===== config.mk =====
export PLATFORM = sky130hd
export DESIGN_NAME = pipe_stage_skid_reg
export DESIGN_NICKNAME = d
export VERILOG_FILES = /design/src/rtl/pipe_stage_skid_reg.sv
export SDC_FILE = /design/constraint.sdc
export NUM_CORES = 1
export LEC_CHECK = 0
export BUFFER_PORTS_ARGS = -buffer_cell sky130_fd_sc_hd__buf_2
export CELL_PAD_IN_SITES_DETAIL_PLACEMENT = 1
export CELL_PAD_IN_SITES_GLOBAL_PLACEMENT = 1
export CORE_MARGIN = 8
export CORE_UTILIZATION = 30
export DETAILED_ROUTE_END_ITERATION = 10
export PLACE_DENSITY = 0.62
export SLEW_MARGIN = 20
export SYNTH_ARGS = -nofsm -noshare
export SYNTH_HDL_FRONTEND = slang
export SYNTH_SLANG_ARGS = --single-unit

===== constraint.sdc =====
create_clock -name clk -period 2.5 [get_ports clk]
set_input_delay 0.125 -clock clk [delete_from_list [all_inputs] [get_ports clk]]
set_output_delay 0.125 -clock clk [all_outputs]
set_load 0.02 [all_outputs]

===== src/rtl/pipe_stage_skid_reg.sv =====
// Pipeline stage register with valid/ready handshake, 2-entry skid buffer and flush.
// Optional performance counters are enabled by defining PIPE_STAGE_PERF_EN.
module pipe_stage_skid_reg #(
  parameter int               WIDTH      = 32,
  parameter logic [WIDTH-1:0] RESET_DATA = '0,
  parameter int               CNT_W      = 16
) (
  input  logic             clk,
  input  logic             rst_n,
  input  logic             flush,
  input  logic             in_valid,
  output logic             in_ready,
  input  logic [WIDTH-1:0] in_data,
  output logic             out_valid,
  input  logic             out_ready,
  output logic [WIDTH-1:0] out_data
`ifdef PIPE_STAGE_PERF_EN
  ,
  input  logic             cnt_clr,
  output logic [CNT_W-1:0] stall_cnt,
  output logic [CNT_W-1:0] bubble_cnt
`endif
);

  if (WIDTH < 1 || CNT_W < 1) begin : g_bad_param
    $error("pipe_stage_skid_reg: WIDTH and CNT_W must be at least 1");
  end

  logic             main_v_q, main_v_d;
  logic             skid_v_q, skid_v_d;
  logic             in_ready_q, in_ready_d;
  logic [WIDTH-1:0] out_data_q, out_data_d;
  logic [WIDTH-1:0] skid_d_q, skid_d_d;
  logic             acc, drn;

  assign acc = in_valid & in_ready_q;
  assign drn = main_v_q & out_ready;

  always_comb begin
    main_v_d   = main_v_q;
    skid_v_d   = skid_v_q;
    out_data_d = out_data_q;
    skid_d_d   = skid_d_q;
    if (flush) begin
      main_v_d = 1'b0;
      skid_v_d = 1'b0;
    end else if (!main_v_q) begin
      if (acc) begin
        main_v_d   = 1'b1;
        out_data_d = in_data;
      end
    end else if (drn) begin
      if (skid_v_q) begin
        // in_ready is low while the skid is full, so no accept can coincide
        out_data_d = skid_d_q;
        skid_v_d   = 1'b0;
      end else if (acc) begin
        out_data_d = in_data;
      end else begin
        main_v_d = 1'b0;
      end
    end else if (acc) begin
      skid_d_d = in_data;
      skid_v_d = 1'b1;
    end
    in_ready_d = !skid_v_d;
  end

  always_ff @(posedge clk or negedge rst_n) begin
    if (!rst_n) begin
      main_v_q   <= 1'b0;
      skid_v_q   <= 1'b0;
      in_ready_q <= 1'b1;
      out_data_q <= RESET_DATA;
      skid_d_q   <= RESET_DATA;
    end else begin
      main_v_q   <= main_v_d;
      skid_v_q   <= skid_v_d;
      in_ready_q <= in_ready_d;
      out_data_q <= out_data_d;
      skid_d_q   <= skid_d_d;
    end
  end

  assign in_ready  = in_ready_q;
  assign out_valid = main_v_q;
  assign out_data  = out_data_q;

`ifdef PIPE_STAGE_PERF_EN
  logic [CNT_W-1:0] stall_cnt_q, stall_cnt_d;
  logic [CNT_W-1:0] bubble_cnt_q, bubble_cnt_d;

  // Saturating counters; clear wins over increment, flush has no effect
  always_comb begin
    stall_cnt_d  = stall_cnt_q;
    bubble_cnt_d = bubble_cnt_q;
    if (cnt_clr) begin
      stall_cnt_d  = '0;
      bubble_cnt_d = '0;
    end else begin
      if (main_v_q && !out_ready && stall_cnt_q != '1)
        stall_cnt_d = stall_cnt_q + CNT_W'(1);
      if (!main_v_q && bubble_cnt_q != '1)
        bubble_cnt_d = bubble_cnt_q + CNT_W'(1);
    end
  end

  always_ff @(posedge clk or negedge rst_n) begin
    if (!rst_n) begin
      stall_cnt_q  <= '0;
      bubble_cnt_q <= '0;
    end else begin
      stall_cnt_q  <= stall_cnt_d;
      bubble_cnt_q <= bubble_cnt_d;
    end
  end

  assign stall_cnt  = stall_cnt_q;
  assign bubble_cnt = bubble_cnt_q;
`endif

endmodule


==> results by group, run 1 <==
Timing
  – Slew Limit Headroom: 0.370
  – Tightest Pin Transition: 0.945 ns
  – Max Clk Rate: 537 MHz
  – Setup tns final: 0 ns
  – Hold Worst Slack: 0.0197 ns
  – Tmin final: 1.86 ns
  – Period Utilization, post-route: 0.744
  – RSZ-0062 raised after global routing: false
  – Hold Vio Cnt, Final: 0
  – Final Skew: 0.00803 ns
  – Setup violators final: 0
  – Slew Viols, Final: 0

Pwr
  – Sequential power share: 0.468
  – Logic pwr share: 0.174
  – Total power: 3.04 mW
  – Sw frac: 0.269
  – Int Power: 2.22 mW
  – Clock share of power: 0.358
  – VDD IR max: 303 uV
  – Power per Cell Area: 864 nW/um2
  – Pleak: 1.69 nW
  – Net Sw Power: 817 uW

Clock network
  – PostCTS Resize Cnt: 0
  – Clock Path Buffers: 2
  – Reg clk slew, reported paths: 0.08 ns
  – CTS buffer count: 9
  – Postcts setup bufs: 0
  – CTS tree: built
  – H-tree levels: 3
  – Latest clock arrival within the worst-skew pair: 0.34 ns
  – Num Clock Sinks: 67
  – Clk root buf: clkbuf_8

Final layout
  – Share of cells above drive strength 1: 0.353
  – Area grow syn2layout: 28.8%
  – Filler Cell Count: 944
  – Final core utilization: 0.401
  – Nets: 307
  – Cell area after layout: 3510 um2
  – # diodes: 0
  – Most frequent cells in the layout: buf_2 (70), dfrtp_1 (66), a221o_1 (33), and2_1 (32), mux2_1 (32)
  – Commonest non-fill, non-tap cell in the layout: buf_2

Synth
  – Largest family of logic cells by synthesized area: compound AO/OA/AOI/OAI gates
  – Yosys warns: 0
  – Synth Register Bits: 67
  – Syn_nets: 226
  – Xor/xnor cell area share of the yosys netlist: 0
  – Netlist cell types: 18
  – Avg Inst Size Synth: 14.4 um2
  – Synth Instances: 189
  – Mapped Area: 2730 um2
  – Mux cell area share after synthesis: 0.132
  – Synth Area in Simple Gates: 0.0936
  – Adder-cell area share of the yosys netlist: 0
  – Sequential share of the synthesized area: 0.615
  – Synth Area in Compound Gates: 0.133

Worst hold path
  – Hold Path Depth: 2
  – HP Start: in_data[12]
  – Hold EP: skid_d_q[12]
  – Worst min path class: primary input to flip-flop

Setup path
  – Arr. time, crit path: 2.08 ns
  – Worst setup SP type: flip-flop
  – Setup CP Type: flip-flop to flip-flop
  – Crit Path Max Fanout: 26
  – Worst path max stage delay: 0.54 ns
  – Worst path required time: 2.72 ns
  – CP bufs+invs: 1
  – Family with the most delay on the worst path: flip-flops
  – R2r setup slk: 0.64 ns
  – Worst Setup End Kind: flip-flop
  – RR Startpoint: in_ready
  – R2R depth: 4
  – RR Endpoint: skid_d_q[5]
  – CP max stage cell: dfstp_2
  – Critical path cell sequence: nand2_1 -> nor4b_4 -> buf_4 -> mux2_1

Detailed routing
  – Initial DRC Count: 78
  – ANT nets after route: 0
  – 1st-pass router iterations: 4
  – Wirelength per Cell: 17.1 um
  – Detailed Route WL: 6560 um
  – Via count: 1851
  – DR vias/cell: 4.83
  – DRC violations left: 0

Place
  – Gp weighted congestion: 0.689
  – Post-place instance area: 3220 um2
  – Port Buf Inserts: 70
  – Detailed placer's ending HPWL: 4620 um

Floorplanning
  – Die area: 12400 um2
  – Vert. Die Dim: 111 um
  – I/O pin total: 71
  – Die Width: 111 um
  – Placeable core region: 8760 um2
  – Initial Util: 0.311
  – Row count: 34

Status
  – Outcome: completed

Global routing
  – Total track usage: 0.112
  – Initial antenna violation count: 0
  – Vias in the first global route: 2125
  – Largest net degree at the start of global routing: 37
  – Gr ovfl total: 0
  – First-pass GRT wire length: 11200 um

Run
  – Max_cap viols: 0
-- area by class of cell --
class	instances	area (um2)	share of cell area
sequential	67	1680	0.478
clock buffer	9	124	0.0353
multi-input combinational	108	986	0.281
tap	108	135	0.0385
inverter	2	7.51	0.00214
clock inverter	7	116	0.0331
timing repair buffer	82	465	0.133
-- registers in the layout, summed over array words and instances, names as in the netlist --
signal	count
skid_d_q	32
out_data	32
in_ready	1
skid_v_q	1
out_valid	1
-- Yosys cell counts --
cell type	number	area (um2)
and4b_1	1	10.0
and2_1	32	200
a31oi_1	1	6.26
nand2b_1	1	6.26
dfstp_2	1	26.3
inv_1	1	3.75
buf_4	3	22.5
a31o_1	1	8.76
dfrtp_1	66	1650
a221o_1	33	330
a21oi_1	1	5.00
mux2_1	32	360
a211oi_2	1	12.5
nor4b_4	1	23.8
buf_2	6	30.0
nand2_1	4	15.0
inv_2	1	3.75
clkbuf_1	3	11.3
-- routing by layer --
| metal | track usage | vias up | wire, um |
|---|---|---|---|
| met5 | 0 | - | 0 |
| met4 | 0.0560 | 0 | 113 |
| met3 | 0.0344 | 8 | 314 |
| met2 | 0.176 | 47 | 3150 |
| met1 | 0.136 | 930 | 2990 |
| li1 | - | 866 | - |
-- cell families after synthesis --
family / count (synthesis)
AND/OR/NAND/NOR: 39
buffers and inverters: 14
AO/OA/AOI/OAI: 37
flip-flops: 67
multiplexers: 32
-- repair_timing --
item / 4_1_cts / 5_1_grt
setup endpoints to repair: 0 / 0
hold buffers: 4 / 1
endpoints found under the hold margin: 33 / 1
-- how the worst max path moves through the flow --
| stage | cells after the start | start | end | slack, ns |
|---|---|---|---|---|
| final | 4 | in_ready | skid_d_q[5] | 0.64 |
| after global routing | 4 | in_ready | skid_d_q[18] | 0.49 |
| after CTS | 4 | in_ready | skid_d_q[18] | 0.59 |
| after detailed placement | 4 | in_ready | skid_d_q[5] | 0.61 |
| after global placement | 4 | in_ready | skid_d_q[13] | 0.64 |
| after floorplan | 4 | in_ready | skid_d_q[10] | 0.72 |
-- power groups by stage --
stage | combinational, mW | sequential (mW) | clock [mW]
3_3_place_gp | 0.519 | 1.43 | 0
3_5_place_dp | 0.536 | 1.44 | 0
6_report | 0.527 | 1.42 | 1.09
2_1_floorplan | 0.210 | 1.53 | 0
4_1_cts | 0.542 | 1.42 | 1.12
5_1_grt | 0.582 | 1.46 | 1.16
-- per-stage QoR --
step	setup WS (ns)	cells
2_1_floorplan	0.718	189
3_3_place_gp	0.641	362
3_5_place_dp	0.613	362
4_1_cts	0.586	382
5_1_grt	0.490	383
6_report	0.639	383
No activity file was read; power rests on OpenSTA's default activity.
==> inputs of run 2 (changes only) <==
==> constraint.sdc (replaced) <==
create_clock -name clk -period 1.9 [get_ports clk]
set_input_delay 0.095 -clock clk [delete_from_list [all_inputs] [get_ports clk]]
set_output_delay 0.095 -clock clk [all_outputs]
set_load 0.02 [all_outputs]
==> run 2 against run 1 <==
Clock-buffer cell count up 2. Fmax up 8.2%. Utilization up 2.9 points. Critical path depth unchanged. Via count up 6.7%. Register-to-register slack worse by 0.46 ns. Global-route usage up 0.47 points. Design area up 7.2%. Non-clock buffer count up 27.
==> results by group, run 2 (same netlist as run 1, synthesis figures left out) <==
Status
  – Outcome: completed

Pwr
  – Pleak: 1.80 nW (+6.8%)
  – VDD IR max: 350 uV (+15%)
  – Total power: 3.95 mW (+30%)
  – Power per Cell Area: 1050 nW/um2 (+21%)

Detailed routing
  – 1st-pass router iterations: 4 (unchanged)
  – DRC violations left: 0 (unchanged)
  – ANT nets after route: 0 (unchanged)
  – Initial DRC Count: 61 (-22%)
  – DR vias/cell: 4.82 (-0.33%)
  – Via count: 1975 (+6.7%)
  – Detailed Route WL: 6940 um (+5.7%)
  – Wirelength per Cell: 16.9 um (-1.3%)

Place
  – Gp weighted congestion: 0.669 (-2.9%)
  – Placed cell count: 364 (+0.55%)
  – Detailed placer's ending HPWL: 4680 um (+1.3%)
  – Port Buf Inserts: 70 (unchanged)

Clock network
  – Clk root buf: clkbuf_8
  – CTS buffer count: 9 (unchanged)
  – Clock Path Buffers: 2 (unchanged)
  – CTS hold repair buffers: 30 (+26)
  – CTS tree: built
  – Latest clock arrival within the worst-skew pair: 0.33 ns (about the same)
  – H-tree levels: 3 (unchanged)
  – Num Clock Sinks: 67 (unchanged)
  – PostCTS Resize Cnt: 0 (unchanged)
  – Reg clk slew, reported paths: 0.07 ns (about the same)
  – Postcts setup bufs: 0 (unchanged)

Setup path
  – Crit Path Max Fanout: 18 (-31%)
  – Worst Setup End Kind: flip-flop
  – RR Endpoint: skid_d_q[20]
  – CP bufs+invs: 1 (unchanged)
  – Setup CP Type: flip-flop to flip-flop
  – Family with the most delay on the worst path: flip-flops
  – Worst setup SP type: flip-flop
  – R2r setup slk: 0.18 ns (-0.46 ns)
  – Arr. time, crit path: 1.93 ns (-0.15 ns)
  – RR Startpoint: in_ready
  – Worst path required time: 2.11 ns (-0.61 ns)
  – Critical path cell sequence: nand2_1 -> nor4b_4 -> buf_4 -> mux2_1
  – CP max stage cell: dfstp_2
  – Worst path max stage delay: 0.53 ns (about the same)
  – R2R depth: 4 (unchanged)

Global routing
  – Largest net degree at the start of global routing: 68 (+84%)
  – Gr ovfl total: 0 (unchanged)
  – Total track usage: 0.117 (+0.00467)
  – Vias in the first global route: 2190 (+3.1%)
  – Initial antenna violation count: 0 (unchanged)
  – First-pass GRT wire length: 11800 um (+5.1%)

Timing
  – Tightest Pin Transition: 0.371 ns (-0.574 ns)
  – Slew Viols, Final: 0 (unchanged)
  – Tmin final: 1.72 ns (-0.141 ns)
  – Slew Limit Headroom: 0.753 (+0.383)
  – Final Skew: 0.00464 ns (-0.00339 ns)
  – Setup tns final: 0 ns (unchanged)
  – Hold Vio Cnt, Final: 0 (unchanged)
  – Max Clk Rate: 581 MHz (+8.2%)
  – RSZ-0062 raised after global routing: false
  – Period Utilization, post-route: 0.905 (+0.161)
  – Setup violators final: 0 (unchanged)

Final layout
  – Share of cells above drive strength 1: 0.328 (-0.0249)
  – # diodes: 0 (unchanged)
  – Area grow syn2layout: 38.0%
  – Most frequent cells in the layout: buf_2 (70), dfrtp_1 (66), a221o_1 (33), and2_1 (32), mux2_1 (32)
  – Nets: 334 (+8.8%)
  – Commonest non-fill, non-tap cell in the layout: buf_2
  – Finished Layout Cells: 410 (+7.0%)

Floorplanning
  – Die area: 12400 um2 (unchanged)
  – Placeable core region: 8760 um2 (unchanged)
  – Row count: 34 (unchanged)
  – I/O pin total: 71 (unchanged)
  – Vert. Die Dim: 111 um (unchanged)
  – Initial Util: 0.311 (unchanged)
  – Die Width: 111 um (unchanged)

Worst hold path
  – Worst min path class: primary input to flip-flop
  – HP Start: in_data[9]
  – Hold EP: skid_d_q[9]
  – Hold Path Depth: 2 (unchanged)

Run
  – Max_cap viols: 0 (unchanged)
==> run 2: where the power goes <==
part / total, mW / switching, mW / internal, mW
combinational: 0.737 / 0.381 / 0.357
sequential: 1.87 / 0.141 / 1.73
clock: 1.35 / 0.541 / 0.804
==> run 2: metrics by stage <==
stage	util	area (um2)	setup WS [ns]	hold slack, ns
after floorplan	-	2730	0.118	-0.201
after global placement	0.369	3240	0.212	0.148
after detailed placement	0.369	3240	0.163	0.152
after CTS	0.429	3760	0.163	0.00133
after global routing	0.429	3760	0.0551	0.000653
final	0.429	3760	0.180	0.0147
==> run 2: routing by layer <==
| metal | wire, um | track usage | vias to the layer above |
|---|---|---|---|
| met5 | 0 | 0 | - |
| met1 | 3140 | 0.143 | 999 |
| met4 | 104 | 0.0507 | 0 |
| met2 | 3360 | 0.183 | 44 |
| li1 | - | - | 925 |
| met3 | 334 | 0.0386 | 7 |
==> run 2: final cells by class <==
class / count / area, um2
multi-input combinational: 108 / 986
clock inverter: 5 / 75.1
fill: 938 / 5000
tap: 108 / 135
clock buffer: 11 / 151
timing repair buffer: 109 / 731
inverter: 2 / 7.51
sequential: 67 / 1680
==> run 2: worst max-delay path by stage <==
| stage | from | end | depth (start not counted) | slack [ns] |
|---|---|---|---|---|
| after floorplan | in_ready | skid_d_q[10] | 4 | 0.12 |
| after global placement | in_ready | skid_d_q[5] | 4 | 0.21 |
| after detailed placement | in_ready | skid_d_q[5] | 4 | 0.16 |
| after CTS | in_ready | skid_d_q[2] | 4 | 0.16 |
| after global routing | in_ready | skid_d_q[29] | 4 | 0.06 |
| final | in_ready | skid_d_q[20] | 4 | 0.18 |
==> inputs of run 3 (changes only) <==
--- a/config.mk
+++ b/config.mk
@@ -5,13 +5,14 @@
 export SDC_FILE = /design/constraint.sdc
 export NUM_CORES = 1
 export LEC_CHECK = 0
+export ABC_AREA = 1
 export BUFFER_PORTS_ARGS = -buffer_cell sky130_fd_sc_hd__buf_2
 export CELL_PAD_IN_SITES_DETAIL_PLACEMENT = 1
 export CELL_PAD_IN_SITES_GLOBAL_PLACEMENT = 1
 export CORE_MARGIN = 8
 export CORE_UTILIZATION = 30
 export DETAILED_ROUTE_END_ITERATION = 10
-export PLACE_DENSITY = 0.62
+export PLACE_DENSITY = 0.65
 export SLEW_MARGIN = 20
 export SYNTH_ARGS = -nofsm -noshare
 export SYNTH_HDL_FRONTEND = slang
==> run 3 against run 2 <==
Total power increased by 14%. Largest power group unchanged. Critical path type is now flip-flop to output pin. Worst setup slack improved by 0.13 ns. First-iteration DRC count increased to 2.7 times the previous value. Synthesized cell count increased by 150%. Critical endpoint is now in_ready.
==> results by group, run 3 <==
Pwr
  – Power per Cell Area: 1080 nW/um2 (+2.9%)
  – Total power: 4.49 mW (+14%)
  – VDD IR max: 447 uV (+27%)
  – Pleak: 2.39 nW (+33%)

Detailed routing
  – Met3 wire len: 524 um (+57%)
  – Highest Signal Layer: met4
  – DRC violations left: 0 (unchanged)
  – Wirelength per Cell: 15.6 um (-7.7%)
  – 1st-pass router iterations: 5 (+1)
  – Wl on met1: 4910 um (+57%)
  – Via count: 3230 (+64%)
  – DR vias/cell: 4.83 (+0.23%)
  – ANT nets after route: 0 (unchanged)
  – Initial DRC Count: 162 (+170%)
  – WL met2: 4850 um (+44%)
  – Detailed Route WL: 10400 um (+51%)

Synth
  – Area share of the largest cell type after synthesis: 0.479 (-0.127)
  – Syn_nets: 503 (+120%)
  – Mapped Area: 3450 um2 (+26%)
  – Post-synth ARST share: 1.00 (unchanged)
  – Netlist cell types: 14 (-4)
  – Synth area leaders: dfrtp_1 (48%), nand2_1 (21%), nand3_1 (14%)
  – Ys flop type: dfrtp_1
  – Number of synthesized flops with an enable pin: 0 (unchanged)
  – Most frequent cell after synthesis: nand2_1
  – Synth Register Bits: 67 (unchanged)
  – Yosys warns: 0 (unchanged)
  – Synth Instances: 466 (+150%)
  – Top cells by count, synth: nand2_1 (196), nand3_1 (97), dfrtp_1 (66)
  – Synth area leader: dfrtp_1
  – Avg Inst Size Synth: 7.40 um2 (-49%)
  – Sequential share of the synthesized area: 0.486 (-0.129)

Final layout
  – Nets: 560 (+68%)
  – Commonest non-fill, non-tap cell in the layout: nand2_1
  – # diodes: 0 (unchanged)
  – Share of cells above drive strength 1: 0.190 (-0.138)
  – Most frequent cells in the layout: nand2_1 (195), nand3_1 (97), buf_2 (70), dfrtp_1 (66), nor2_1 (64)
  – Area grow syn2layout: 20.5%

Floorplanning
  – Row count: 39 (+15%)
  – Placeable core region: 11300 um2 (+29%)
  – Die area: 15200 um2 (+22%)
  – Die Width: 123 um (+11%)
  – Initial Util: 0.305 (-0.00654)
  – I/O pin total: 71 (unchanged)
  – Vert. Die Dim: 123 um (+11%)

Setup path
  – Critical path cell sequence: buf_4 -> buf_2
  – Arr. time, crit path: 1.50 ns (-0.43 ns)
  – Worst path max stage delay: 0.55 ns (+0.02 ns)
  – CP max stage cell: dfstp_2
  – Worst setup SP type: flip-flop
  – Worst path required time: 1.80 ns (-0.31 ns)
  – Setup CP Type: flip-flop to output pin
  – Worst Setup End Kind: output pin
  – R2r setup slk: 0.38 ns (+0.20 ns)
  – Family with the most delay on the worst path: buffers and inverters
  – Crit Path Max Fanout: 33 (+15)
  – CP bufs+invs: 2 (+1)

Global routing
  – First-pass GRT wire length: 17600 um (+49%)
  – Vias in the first global route: 3537 (+62%)
  – Gr ovfl total: 0 (unchanged)
  – Largest net degree at the start of global routing: 58 (-15%)
  – Initial antenna violation count: 0 (unchanged)
  – Total track usage: 0.146 (+0.0291)

Clock network
  – Reg clk slew, reported paths: 0.05 ns (-0.02 ns)
  – H-tree levels: 3 (unchanged)
  – CTS tree: built
  – Clk root buf: clkbuf_16
  – Num Clock Sinks: 67 (unchanged)
  – PostCTS Resize Cnt: 0 (unchanged)
  – Clock Path Buffers: 2 (unchanged)
  – CTS hold repair buffers: 1 (-97%)
  – CTS buffer count: 9 (unchanged)
  – Postcts setup bufs: 0 (unchanged)
  – Latest clock arrival within the worst-skew pair: 0.33 ns (about the same)

Timing
  – Tmin final: 1.59 ns (-0.125 ns)
  – Max Clk Rate: 627 MHz (+7.9%)
  – Final Skew: 0.00511 ns (+0.000464 ns)
  – Tightest Pin Transition: 0.485 ns (+0.114 ns)
  – Slew Limit Headroom: 0.677 (-0.0762)
  – Period Utilization, post-route: 0.839 (-0.0660)
  – RSZ-0062 raised after global routing: false
  – Setup tns final: 0 ns (unchanged)
  – Slew Viols, Final: 0 (unchanged)
  – Hold Vio Cnt, Final: 0 (unchanged)
  – Setup violators final: 0 (unchanged)

Run
  – Max_cap viols: 0 (unchanged)

Place
  – Detailed placer's ending HPWL: 6810 um (+46%)
  – Gp weighted congestion: 0.721 (+7.9%)
  – Port Buf Inserts: 70 (unchanged)

Status
  – Outcome: completed

Worst hold path
  – Worst min path class: primary input to flip-flop
[run 3: final timing paths]
kind                              start           end  depth (start not counted)
setup / recovery               in_ready      in_ready                          2
hold / removal               in_data[8]   skid_d_q[8]                          3
setup reg to reg              out_valid   skid_d_q[7]                          5
hold reg to reg            skid_d_q[17]  skid_d_q[17]                          2
max in group asynchronous         rst_n      in_ready                          3
min in group asynchronous         rst_n  out_data[17]                          2
[run 3: kinds of logic after synthesis]
family,synth area share
DFF,0.486
buffers and inverters,0.0725
AOI/OAI and AO/OA,0.00181
and+or+nand+nor,0.439
[run 3: layout make-up]
| cell class | count | area [um2] |
|---|---|---|
| clock inverter | 2 | 35.0 |
| tap | 143 | 179 |
| sequential | 67 | 1680 |
| timing repair buffer | 79 | 458 |
| inverter | 4 | 15.0 |
| multi-input combinational | 362 | 1520 |
| fill | 1431 | 7170 |
| clock buffer | 12 | 267 |
[run 3: worst register-to-register path: stages, from the launching register on]
cell and delay [ns]:
dfrtp_1 0.41, nand2_1 0.15, inv_2 0.32, nand2_4 0.31, nand2_1 0.16, nand2_1 0.07
[run 3: metal layers]
metal	vias to the layer above	global-route usage
met1	1587	0.186
met3	12	0.0379
met2	52	0.232
met5	-	0
met4	0	0.0557
li1	1579	-
[run 3: metrics by stage]
stage | hold slack [ns] | instance area (um2) | setup WS, ns | cells | utilization
2_1_floorplan | -0.201 | 3450 | 0.530 | 466 | -
6_report | 0.0174 | 4160 | 0.305 | 669 | 0.367
4_1_cts | 0.00754 | 4160 | 0.276 | 669 | 0.367
3_3_place_gp | 0.0862 | 3840 | 0.452 | 654 | 0.340
3_5_place_dp | 0.0927 | 3840 | 0.358 | 654 | 0.340
5_1_grt | 0.0211 | 4160 | 0.247 | 669 | 0.367
[run 3: power breakdown]
group          internal [mW]  switching [mW]
registers               1.71           0.179
clock network           1.11           0.617
logic                  0.305           0.571
total                   3.12            1.37
